===== src/rtl/pipe_ctrl.sv =====
// Pipeline stall control for the 5-stage MIPS core, plus the radix-2 restoring
// divider that serves DIV/DIVU from EX and delivers its result to HI/LO.
module pipe_ctrl #(
  parameter int DATA_W = 32,
  parameter int STAGES = 6
) (
  input  logic              clk,
  input  logic              rst,
  input  logic              id_r1_en,
  input  logic [4:0]        id_r1_addr,
  input  logic              id_r2_en,
  input  logic [4:0]        id_r2_addr,
  input  logic              ex_is_load,
  input  logic [4:0]        ex_wreg_addr,
  input  logic              mem_stall_req,
  input  logic              ex_div_start,
  input  logic              ex_div_signed,
  input  logic [DATA_W-1:0] ex_div_opa,
  input  logic [DATA_W-1:0] ex_div_opb,
  input  logic              div_cancel,
  output logic [STAGES-1:0] stall,
  output logic              div_valid,
  output logic [DATA_W-1:0] div_hi,
  output logic [DATA_W-1:0] div_lo
);

  localparam int CNT_W = $clog2(DATA_W);

  typedef enum logic [1:0] {IDLE, BY_ZERO, ON, END} state_t;

  state_t            state_q, state_d;
  logic [CNT_W-1:0]  cnt_q;
  logic [DATA_W-1:0] quo_q;      // dividend magnitude shifting out, quotient shifting in
  logic [DATA_W-1:0] rem_q;      // partial remainder
  logic [DATA_W-1:0] dvs_q;      // divisor magnitude
  logic              neg_quo_q;
  logic              neg_rem_q;

  logic              load_use;
  logic              div_stall;
  logic              op_abort;
  logic              last_step;
  logic [DATA_W:0]   rem_shift;
  logic [DATA_W:0]   rem_diff;
  logic              q_bit;
  logic [DATA_W-1:0] step_q;
  logic [DATA_W-1:0] step_r;

  assign load_use = ex_is_load && (ex_wreg_addr != 5'd0) &&
                    ((id_r1_en && (id_r1_addr == ex_wreg_addr)) ||
                     (id_r2_en && (id_r2_addr == ex_wreg_addr)));

  assign div_stall = ex_div_start && (state_q != END) && !div_cancel;
  assign div_valid = (state_q == END) && !div_cancel;

  // A divide in flight is abandoned on flush or when EX no longer holds the DIV.
  assign op_abort  = div_cancel || !ex_div_start;
  assign last_step = (cnt_q == CNT_W'(DATA_W - 1));

  // Stall vector: bus wait outranks the divider, which outranks load-use.
  always_comb begin
    // NOTE: every always_comb output gets a default first so no path can infer a latch.
    stall = '0;
    if (mem_stall_req)  stall = STAGES'(6'b011111);
    else if (div_stall) stall = STAGES'(6'b001111);
    else if (load_use)  stall = STAGES'(6'b000111);
  end

  // One restoring step: shift in the next dividend bit, subtract if it fits.
  // The shifted remainder is below 2*divisor, so bit DATA_W of the difference is
  // set exactly when the subtraction would go negative.
  always_comb begin
    rem_shift = {rem_q, quo_q[DATA_W-1]};
    rem_diff  = rem_shift - {1'b0, dvs_q};
    q_bit     = !rem_diff[DATA_W];
    step_r    = q_bit ? rem_diff[DATA_W-1:0] : rem_shift[DATA_W-1:0];
    step_q    = {quo_q[DATA_W-2:0], q_bit};
  end

  // Divider next-state logic.
  always_comb begin
    state_d = state_q;
    unique case (state_q)
      IDLE: begin
        if (ex_div_start && !div_cancel)
          state_d = (ex_div_opb == '0) ? BY_ZERO : ON;
      end
      BY_ZERO: begin
        state_d = op_abort ? IDLE : END;
      end
      ON: begin
        if (op_abort)       state_d = IDLE;
        else if (last_step) state_d = END;
      end
      END: begin
        if (div_cancel || !mem_stall_req) state_d = IDLE;
      end
      default: state_d = IDLE;
    endcase
  end

  // Divider state register.
  always_ff @(posedge clk) begin
    // NOTE: sequential state uses non-blocking assignments so every register samples pre-edge values.
    if (rst) state_q <= IDLE;
    else     state_q <= state_d;
  end

  // Divider datapath: latch magnitudes on accept, iterate in ON, publish on entry to END.
  always_ff @(posedge clk) begin
    if (rst) begin
      cnt_q     <= '0;
      quo_q     <= '0;
      rem_q     <= '0;
      dvs_q     <= '0;
      neg_quo_q <= 1'b0;
      neg_rem_q <= 1'b0;
      div_lo    <= '0;
      div_hi    <= '0;
    end else if (state_q == IDLE && state_d == ON) begin
      // Unsigned negation of 0x80000000 yields 0x80000000, the correct magnitude.
      quo_q     <= (ex_div_signed && ex_div_opa[DATA_W-1]) ? -ex_div_opa : ex_div_opa;
      dvs_q     <= (ex_div_signed && ex_div_opb[DATA_W-1]) ? -ex_div_opb : ex_div_opb;
      neg_quo_q <= ex_div_signed && (ex_div_opa[DATA_W-1] ^ ex_div_opb[DATA_W-1]);
      neg_rem_q <= ex_div_signed && ex_div_opa[DATA_W-1];
      cnt_q     <= '0;
      rem_q     <= '0;
    end else if (state_q == ON && state_d != IDLE) begin
      quo_q <= step_q;
      rem_q <= step_r;
      cnt_q <= cnt_q + 1'b1;
      if (state_d == END) begin
        div_lo <= neg_quo_q ? -step_q : step_q;
        div_hi <= neg_rem_q ? -step_r : step_r;
      end
    end else if (state_q == BY_ZERO && state_d == END) begin
      div_lo <= '0;
      div_hi <= '0;
    end
  end

endmodule


===== config.mk =====
export PLATFORM = sky130hd
export DESIGN_NAME = pipe_ctrl
export DESIGN_NICKNAME = d
export VERILOG_FILES = /design/src/rtl/pipe_ctrl.sv
export SDC_FILE = /design/constraint.sdc
export NUM_CORES = 1
export LEC_CHECK = 0
export ABC_CLOCK_PERIOD_IN_PS = 7400
export CORE_MARGIN = 2
export CORE_UTILIZATION = 60
export DETAILED_ROUTE_END_ITERATION = 7
export MAX_ROUTING_LAYER = met4
export PLACE_DENSITY = 0.85
export SYNTH_ARGS = -nofsm -noshare
export SYNTH_HDL_FRONTEND = slang
export SYNTH_SLANG_ARGS = --single-unit

===== constraint.sdc =====
create_clock -name clk -period 7.4 [get_ports clk]
set_clock_uncertainty 0.05 [all_clocks]
set_input_delay 0.74 -clock clk [delete_from_list [all_inputs] [get_ports clk]]
set_output_delay 0.74 -clock clk [all_outputs]
set_load 0.05 [all_outputs]

==> results of run 1 <==
## cells in the mapped netlist (4+ instances only)
cell type / n
xor2_1: 60
or3_1: 17
o31ai_1: 22
nand2b_1: 10
dfxtp_1: 169
nand3_1: 17
ha_1: 38
nand4_1: 17
o21bai_1: 6
a311oi_1: 33
o41ai_1: 13
inv_1: 53
o21ai_0: 90
nor3_1: 35
xnor2_1: 80
nor4_1: 21
o31a_1: 5
buf_4: 6
buf_2: 23
o211ai_1: 5
a22o_1: 7
and2_1: 16
a31oi_1: 13
nor2b_1: 10
nand2_1: 184
clkbuf_1: 60
mux2i_1: 20
o2111ai_1: 6
and4_1: 4
o21ai_1: 11
buf_1: 4
or4_1: 12
nor2_1: 207
a21oi_1: 78
a21o_1: 18
a22oi_1: 34
a211oi_1: 57
a21boi_0: 4
and3_1: 7
o21a_1: 13
## sequential cells by signal, indices dropped and copies added, names as in the netlist
signal / flops
quo_q: 32
state_q: 2
div_lo: 32
rem_q: 32
div_hi: 32
neg_quo_q: 1
neg_rem_q: 1
dvs_q: 32
cnt_q: 5
## per-layer routing
layer | track usage | up-vias
li1 | - | 5757
met1 | 0.4968 | 5611
met2 | 0.5238 | 589
met3 | 0.08431 | 77
met4 | 0.1151 | 0
met5 | - | -
## worst min-delay path by stage
stage	from	endpoint	slack (ns)	cells past startpoint
after floorplan	dvs_q[31]	dvs_q[31]	0.38	2
after global placement	div_hi[11]	div_hi[11]	0.38	2
after detailed placement	div_hi[27]	div_hi[27]	0.39	2
after CTS	div_hi[27]	div_hi[27]	0.40	2
after global routing	div_hi[22]	div_hi[22]	0.43	2
final	div_lo[25]	div_lo[25]	0.40	2
## worst max-delay path: stages, from the launching register on
cell	delay [ns]
dfxtp_1	0.36
inv_1	0.07
ha_1	0.18
fa_1	0.28
nor2b_4	0.06
o31a_1	0.29
o21ai_2	0.25
a21oi_2	0.14
o41ai_4	0.91
nor2_8	0.25
inv_4	0.58
nand2_1	0.10
o21ai_0	0.17
inv_1	0.09
ha_1	0.27
nand3_1	0.11
nor3_1	0.05
mux2i_1	0.43
o21ai_0	0.28
nand4_1	0.19
mux2i_1	0.08
a211o_1	0.22
## cell type report
type | count | area [sq um] | share of cell area
Clock inverter | 14 | 156.4 | 0.01127
Sequential cell | 169 | 3383 | 0.2438
Inverter | 54 | 205.2 | 0.01479
Timing Repair Buffer | 163 | 1614 | 0.1163
Clock buffer | 18 | 439.2 | 0.03165
Multi-Input combinational cell | 1230 | 7746 | 0.5583
Tap cell | 265 | 331.6 | 0.02390
## layout by cell type (no fill, tap or decap), types with 34 or more instances in the layout
cell               n
a211oi_1          57
a21oi_1           77
a22oi_1           34
clkdlybuf4s50_1  156
dfxtp_1          169
ha_1              38
inv_1             53
nand2_1          183
nor2_1           207
nor3_1            35
o21ai_0           90
xnor2_1           80
xor2_1            60
## logic make-up after synthesis
| family | share of synthesized area |
|---|---|
| adder cells (fa/ha/maj) | 0.04220 |
| buffers and inverters | 0.05350 |
| flip-flops | 0.2882 |
| XOR/XNOR | 0.1044 |
| other | 0.0003194 |
| AO/OA/AOI/OAI | 0.2668 |
| multiplexers | 0.01897 |
| AND/OR/NAND/NOR | 0.2256 |
## power by group through the flow
stage	clock network [W]	logic [W]	registers, W
4_1_cts	0.000919	0.000645	0.000971
6_report	0.000914	0.000661	0.000974
3_3_place_gp	0	0.000634	0.000991
2_1_floorplan	0	0.000456	0.000976
3_5_place_dp	0	0.000640	0.000993
5_1_grt	0.000950	0.000716	0.000977
## per-stage QoR
stage	power [W]	utilization	std cells	area, sq um	setup slack (ns)
after floorplan	0.001431	-	1548	11740	2.894
after CTS	0.002536	0.7177	1913	13880	1.964
after global routing	0.002642	0.7177	1913	13880	1.414
after detailed placement	0.001633	0.6869	1881	13280	1.981
after global placement	0.001625	0.6869	1881	13280	2.218
final	0.002550	0.7177	1913	13880	1.849
==> flow_summary_export.csv, run 1 <==
group,metric,value,unit
run_status,status,"complete, no violations",
pwr,power_frac_seq,0.382,
global_route,grt_pass1_vias,10844,
pwr,p_sw,0.0008743,W
placed_design,dpl.hpwl,27420,um
cts,cts.repair.resized,0,
pwr,p_int,0.001675,W
yosys,synth.top_cells.by_area,"dfxtp_1 (29%), nor2_1 (6.6%), xnor2_1 (6.0%), nand2_1 (5.9%), xor2_1 (4.5%)",
yosys,async_reset_ff_frac,0,
critical_path,worstRegToRegCells,21,
yosys,synthCells,1548,
detailed_routing,drc,0,
final_layout,drive_above_1_share,0.04248,
floorplanning,core_region_area,19330,sq um
cts,hold_buffers,0,
global_route,grt_pass1_wl,57200,um
yosys,synth_top_flop_cell,"dfxtp_1",
timing,drv_slew,0,
cts,cts.sinks,169,
cts,htree_levels,4,
timing,setup-tns-final,0,ns
detailed_routing,met2_length,15830,um
floorplanning,io_pins,159,
yosys,ys_ff_latch,169,
timing,setup_viol,0,
cts,post_cts_buffers,0,
critical_path,critical_path.startpoint,"quo_q[31]",
cts,clk_path_buf_depth,2,
yosys,yosysUniqueCellTypes,80,
detailed_routing,wl_per_cell,19.10,um
detailed_routing,vias,12034,
timing,min_period_over_period,0.7501,
placed_design,portBuffers,157,
yosys,ys_seq_area_frac,0.2882,
timing,relSlewSlack,0.3112,
floorplanning,die-area,20700,sq um
pwr,power.share.switching,0.3429,
final_layout,final_nets,1762,
floorplanning,rows,51,
placed_design,gp_congestion,0.9786,
cts,clockRootBuffer,"clkbuf_16",
cts,numCtsBuffers,17,
timing,hold_ws,0.3979,ns
detailed_routing,wl_met1,16210,um
timing,hold_viol_final,0,
pwr,clockPowerShare,0.359,
yosys,synth_top_area_share,0.2882,
critical_path,path_class,"reg2reg",
critical_path,rrSetupSlack,1.85,ns
yosys,yosysWarnings,0,
global_route,antenna_found_initial,0,
yosys,synth_area,11740,sq um
pwr,peakVddDrop,0.0001443,V
detailed_routing,postRouteAntennaNets,0,
final_layout,n_fill_cell,1594,
detailed_routing,drt_iter0_drc,1363,
final_layout,syn_to_final_growth,18.19,%
pwr,combPwrFrac,0.259,
critical_path,startpoint_type,"flip-flop",
yosys,yosysTopAreaCell,"dfxtp_1",
global_route,grt_max_degree,94,
pwr,p_leak,5.084,nW
critical_path,reg2reg_to,"div_hi[30]",
floorplanning,fp.dieH,143.9,um
cts,cts_tree,"done",
global_route,overflow,0,
critical_path,crit_required,7.68,ns
floorplanning,start_util,0.6072,
job,cap_viol_max_count,0,
floorplanning,die_w,143.9,um
yosys,avgSynthCellArea,7.584,sq um
critical_path,r2r_start,"quo_q[31]",
cts,path_clk_slew,0.07,ns
timing,period_needed,5.551,ns
detailed_routing,dr_wl_met3,3435,um
detailed_routing,routed_wirelength,36530,um
worst_hold_path,hold_path.class,"reg2reg",
detailed_routing,avgViaCountPerCell,6.291,
critical_path,worst_setup_path_end_kind,"flip-flop",
yosys,synth-edff-count,0,
yosys,synth_nets,1675,
critical_path,cp_max_fo,63,
critical_path,endpoint,"div_hi[30]",
critical_path,cp.arrival,5.83,ns
detailed_routing,dr.pass1.iters,6,
final_layout,antenna_cells,0,
detailed_routing,highest_layer,"met4",
cts,clock_latency,0.44,ns
global_route,globalRouteTotalUtil,0.3612,
timing,rsz0062_at_grt,"false",
timing,fmax,0.1801,GHz
timing,max_slew.worst_pin.slew,1.032,ns
pwr,powerDensity,183.8,nW/um^2
No activity file was read; power rests on OpenSTA's default activity.
==> run 2, diff against run 1 <==
==> config.mk (replaced) <==
export PLATFORM = sky130hd
export DESIGN_NAME = pipe_ctrl
export DESIGN_NICKNAME = d
export VERILOG_FILES = /design/src/rtl/pipe_ctrl.sv
export SDC_FILE = /design/constraint.sdc
export NUM_CORES = 1
export LEC_CHECK = 0
export ABC_CLOCK_PERIOD_IN_PS = 4800
export CORE_MARGIN = 2
export CORE_UTILIZATION = 51
export DETAILED_ROUTE_END_ITERATION = 7
export MAX_ROUTING_LAYER = met4
export PLACE_DENSITY = 0.77
export SYNTH_ARGS = -nofsm -noshare
export SYNTH_HDL_FRONTEND = slang
export SYNTH_SLANG_ARGS = --single-unit
==> constraint.sdc (replaced) <==
create_clock -name clk -period 4.8 [get_ports clk]
set_clock_uncertainty 0.05 [all_clocks]
set_input_delay 0.48 -clock clk [delete_from_list [all_inputs] [get_ports clk]]
set_output_delay 0.48 -clock clk [all_outputs]
set_load 0.05 [all_outputs]
==> run 2 against run 1 <==
Via count is 0.40% lower; non-clock buffer count increased by 16; count of clock-buffer cells in the layout unchanged.
==> flow_summary_export.csv, run 2 (synthesis gave the netlist of run 1 again) <==
group,metric,value,unit
run_status,status,"complete, no violations",
critical_path,path_class,"reg2reg",
detailed_routing,drt_iter0_drc,1084,
detailed_routing,vias,11986,
pwr,power.share.switching,0.3410,
critical_path,critical_path.startpoint,"quo_q[31]",
global_route,grt_max_degree,61,
pwr,power_frac_seq,0.381,
floorplanning,core_region_area,22640,sq um
pwr,powerDensity,280.3,nW/um^2
floorplanning,die_w,155.7,um
critical_path,cp_max_fo,16,
job,cap_viol_max_count,0,
timing,rsz0062_at_grt,"false",
final_layout,final_nets,1778,
cts,htree_levels,4,
pwr,combPwrFrac,0.262,
timing,period_needed,4.442,ns
floorplanning,die-area,24250,sq um
placed_design,portBuffers,157,
final_layout,final_cell_mix,"nor2_1 (207), nand2_1 (184), dfxtp_1 (169)",
worst_hold_path,hold_path.class,"reg2reg",
pwr,clockPowerShare,0.356,
critical_path,reg2reg_to,"div_lo[26]",
final_layout,final_common_cell,"nor2_1",
pwr,p_sw,0.001342,W
pwr,peakVddDrop,0.0002808,V
final_layout,drive_above_1_share,0.05168,
timing,hold_ws,0.4064,ns
global_route,overflow,0,
cts,clock_latency,0.44,ns
global_route,antenna_found_initial,1,
timing,setup_viol,0,
timing,max_slew.worst_pin.slew,1.136,ns
cts,numCtsBuffers,17,
global_route,grt_pass1_wl,58000,um
critical_path,r2r_start,"quo_q[31]",
critical_path,endpoint,"div_lo[26]",
timing,fin_ws,0.3577,ns
placed_design,gp_congestion,0.9566,
detailed_routing,wl_per_cell,18.71,um
cts,path_clk_slew,0.07,ns
cts,clockRootBuffer,"clkbuf_16",
timing,setup-tns-final,0,ns
global_route,grt_pass1_vias,10888,
detailed_routing,postRouteAntennaNets,0,
critical_path,rrSetupSlack,0.36,ns
placed_design,dpl.hpwl,27780,um
cts,clk_path_buf_depth,2,
detailed_routing,avgViaCountPerCell,6.147,
final_layout,syn_to_final_growth,19.64,%
detailed_routing,routed_wirelength,36480,um
timing,relSlewSlack,0.2416,
timing,hold_viol_final,0,
pwr,p_int,0.002595,W
cts,cts.sinks,169,
cts,cts_tree,"done",
cts,hold_buffers,0,
global_route,globalRouteTotalUtil,0.3054,
critical_path,worstRegToRegCells,18,
critical_path,crit_required,5.05,ns
final_layout,fin_util,0.6204,
pwr,p_leak,5.165,nW
floorplanning,fp.dieH,155.7,um
timing,drv_slew,0,
detailed_routing,drc,0,
timing,fmax,0.2251,GHz
critical_path,startpoint_type,"flip-flop",
timing,min_period_over_period,0.9255,
placed_design,dp_slack,0.2822,ns
floorplanning,rows,55,
pwr,power,0.003937,W
detailed_routing,dr.pass1.iters,5,
critical_path,worst_setup_path_end_kind,"flip-flop",
worst_hold_path,hold_path_depth,2,
floorplanning,io_pins,159,
floorplanning,start_util,0.5185,
critical_path,cp.arrival,4.69,ns
## run 2: layer usage
| metal | up-vias | track usage | routed length [um] | share of wire |
|---|---|---|---|---|
| met2 | 535 | 0.4566 | 16060 | 0.44 |
| met4 | 0 | 0.07689 | 705 | 0.019 |
| met1 | 5605 | 0.4268 | 16570 | 0.45 |
| li1 | 5791 | - | - | - |
| met5 | - | - | 0 | 0 |
| met3 | 55 | 0.05611 | 3143 | 0.086 |
## run 2: what timing repair did
action | 4_1_cts | 5_1_grt
resized for setup | 0 | 4
endpoints found under the setup margin | 0 | 6
buffers inserted | 0 | 2
hold endpoints to repair | 0 | 0
## run 2: power by group through the flow
stage / Clock [W] / Sequential [W] / Combinational (W)
2_1_floorplan: 0 / 0.00150 / 0.000702
3_3_place_gp: 0 / 0.00153 / 0.000986
3_5_place_dp: 0 / 0.00153 / 0.000999
4_1_cts: 0.00140 / 0.00150 / 0.00101
5_1_grt: 0.00145 / 0.00150 / 0.00112
6_report: 0.00140 / 0.00150 / 0.00103
## run 2: cell type report
type	instances	area, sq um
repair buffers	179	1747
inverters	54	205.2
fillers	2012	8594
well taps	285	356.6
flip-flops and latches	169	3383
clock inverters	14	151.4
clock buffers	18	439.2
diodes	1	2.502
multi-input cells	1230	7761
## run 2: how the worst min path moves through the flow
stage,start,slack [ns],end
4_1_cts,div_hi[27],0.41,div_hi[27]
6_report,div_hi[31],0.41,div_hi[31]
5_1_grt,div_hi[27],0.42,div_hi[27]
2_1_floorplan,dvs_q[31],0.38,dvs_q[31]
3_5_place_dp,div_lo[11],0.40,div_lo[11]
3_3_place_gp,div_hi[17],0.38,div_hi[17]
## run 2: worst max-delay path, cell delays in order, from the launching register on
cell and delay [ns]:
dfxtp_1 0.43, inv_1 0.07, ha_1 0.23, fa_1 0.45, nor2b_4 0.18, o31a_1 0.20
o21ai_2 0.13, a21oi_4 0.23, o31a_4 0.22, nor2_8 0.05, inv_4 0.17, ha_1 0.27
nand4_1 0.14, nand2b_1 0.25, or4_1 0.60, o41ai_2 0.30, xnor2_1 0.11, a22oi_1 0.16
nor2_1 0.06
## run 2: stage by stage
stage          area [sq um]  std cells
6_report              14050       1950
5_1_grt               14050       1950
4_1_cts               14010       1947
3_5_place_dp          13420       1915
3_3_place_gp          13420       1915
2_1_floorplan         11740       1548
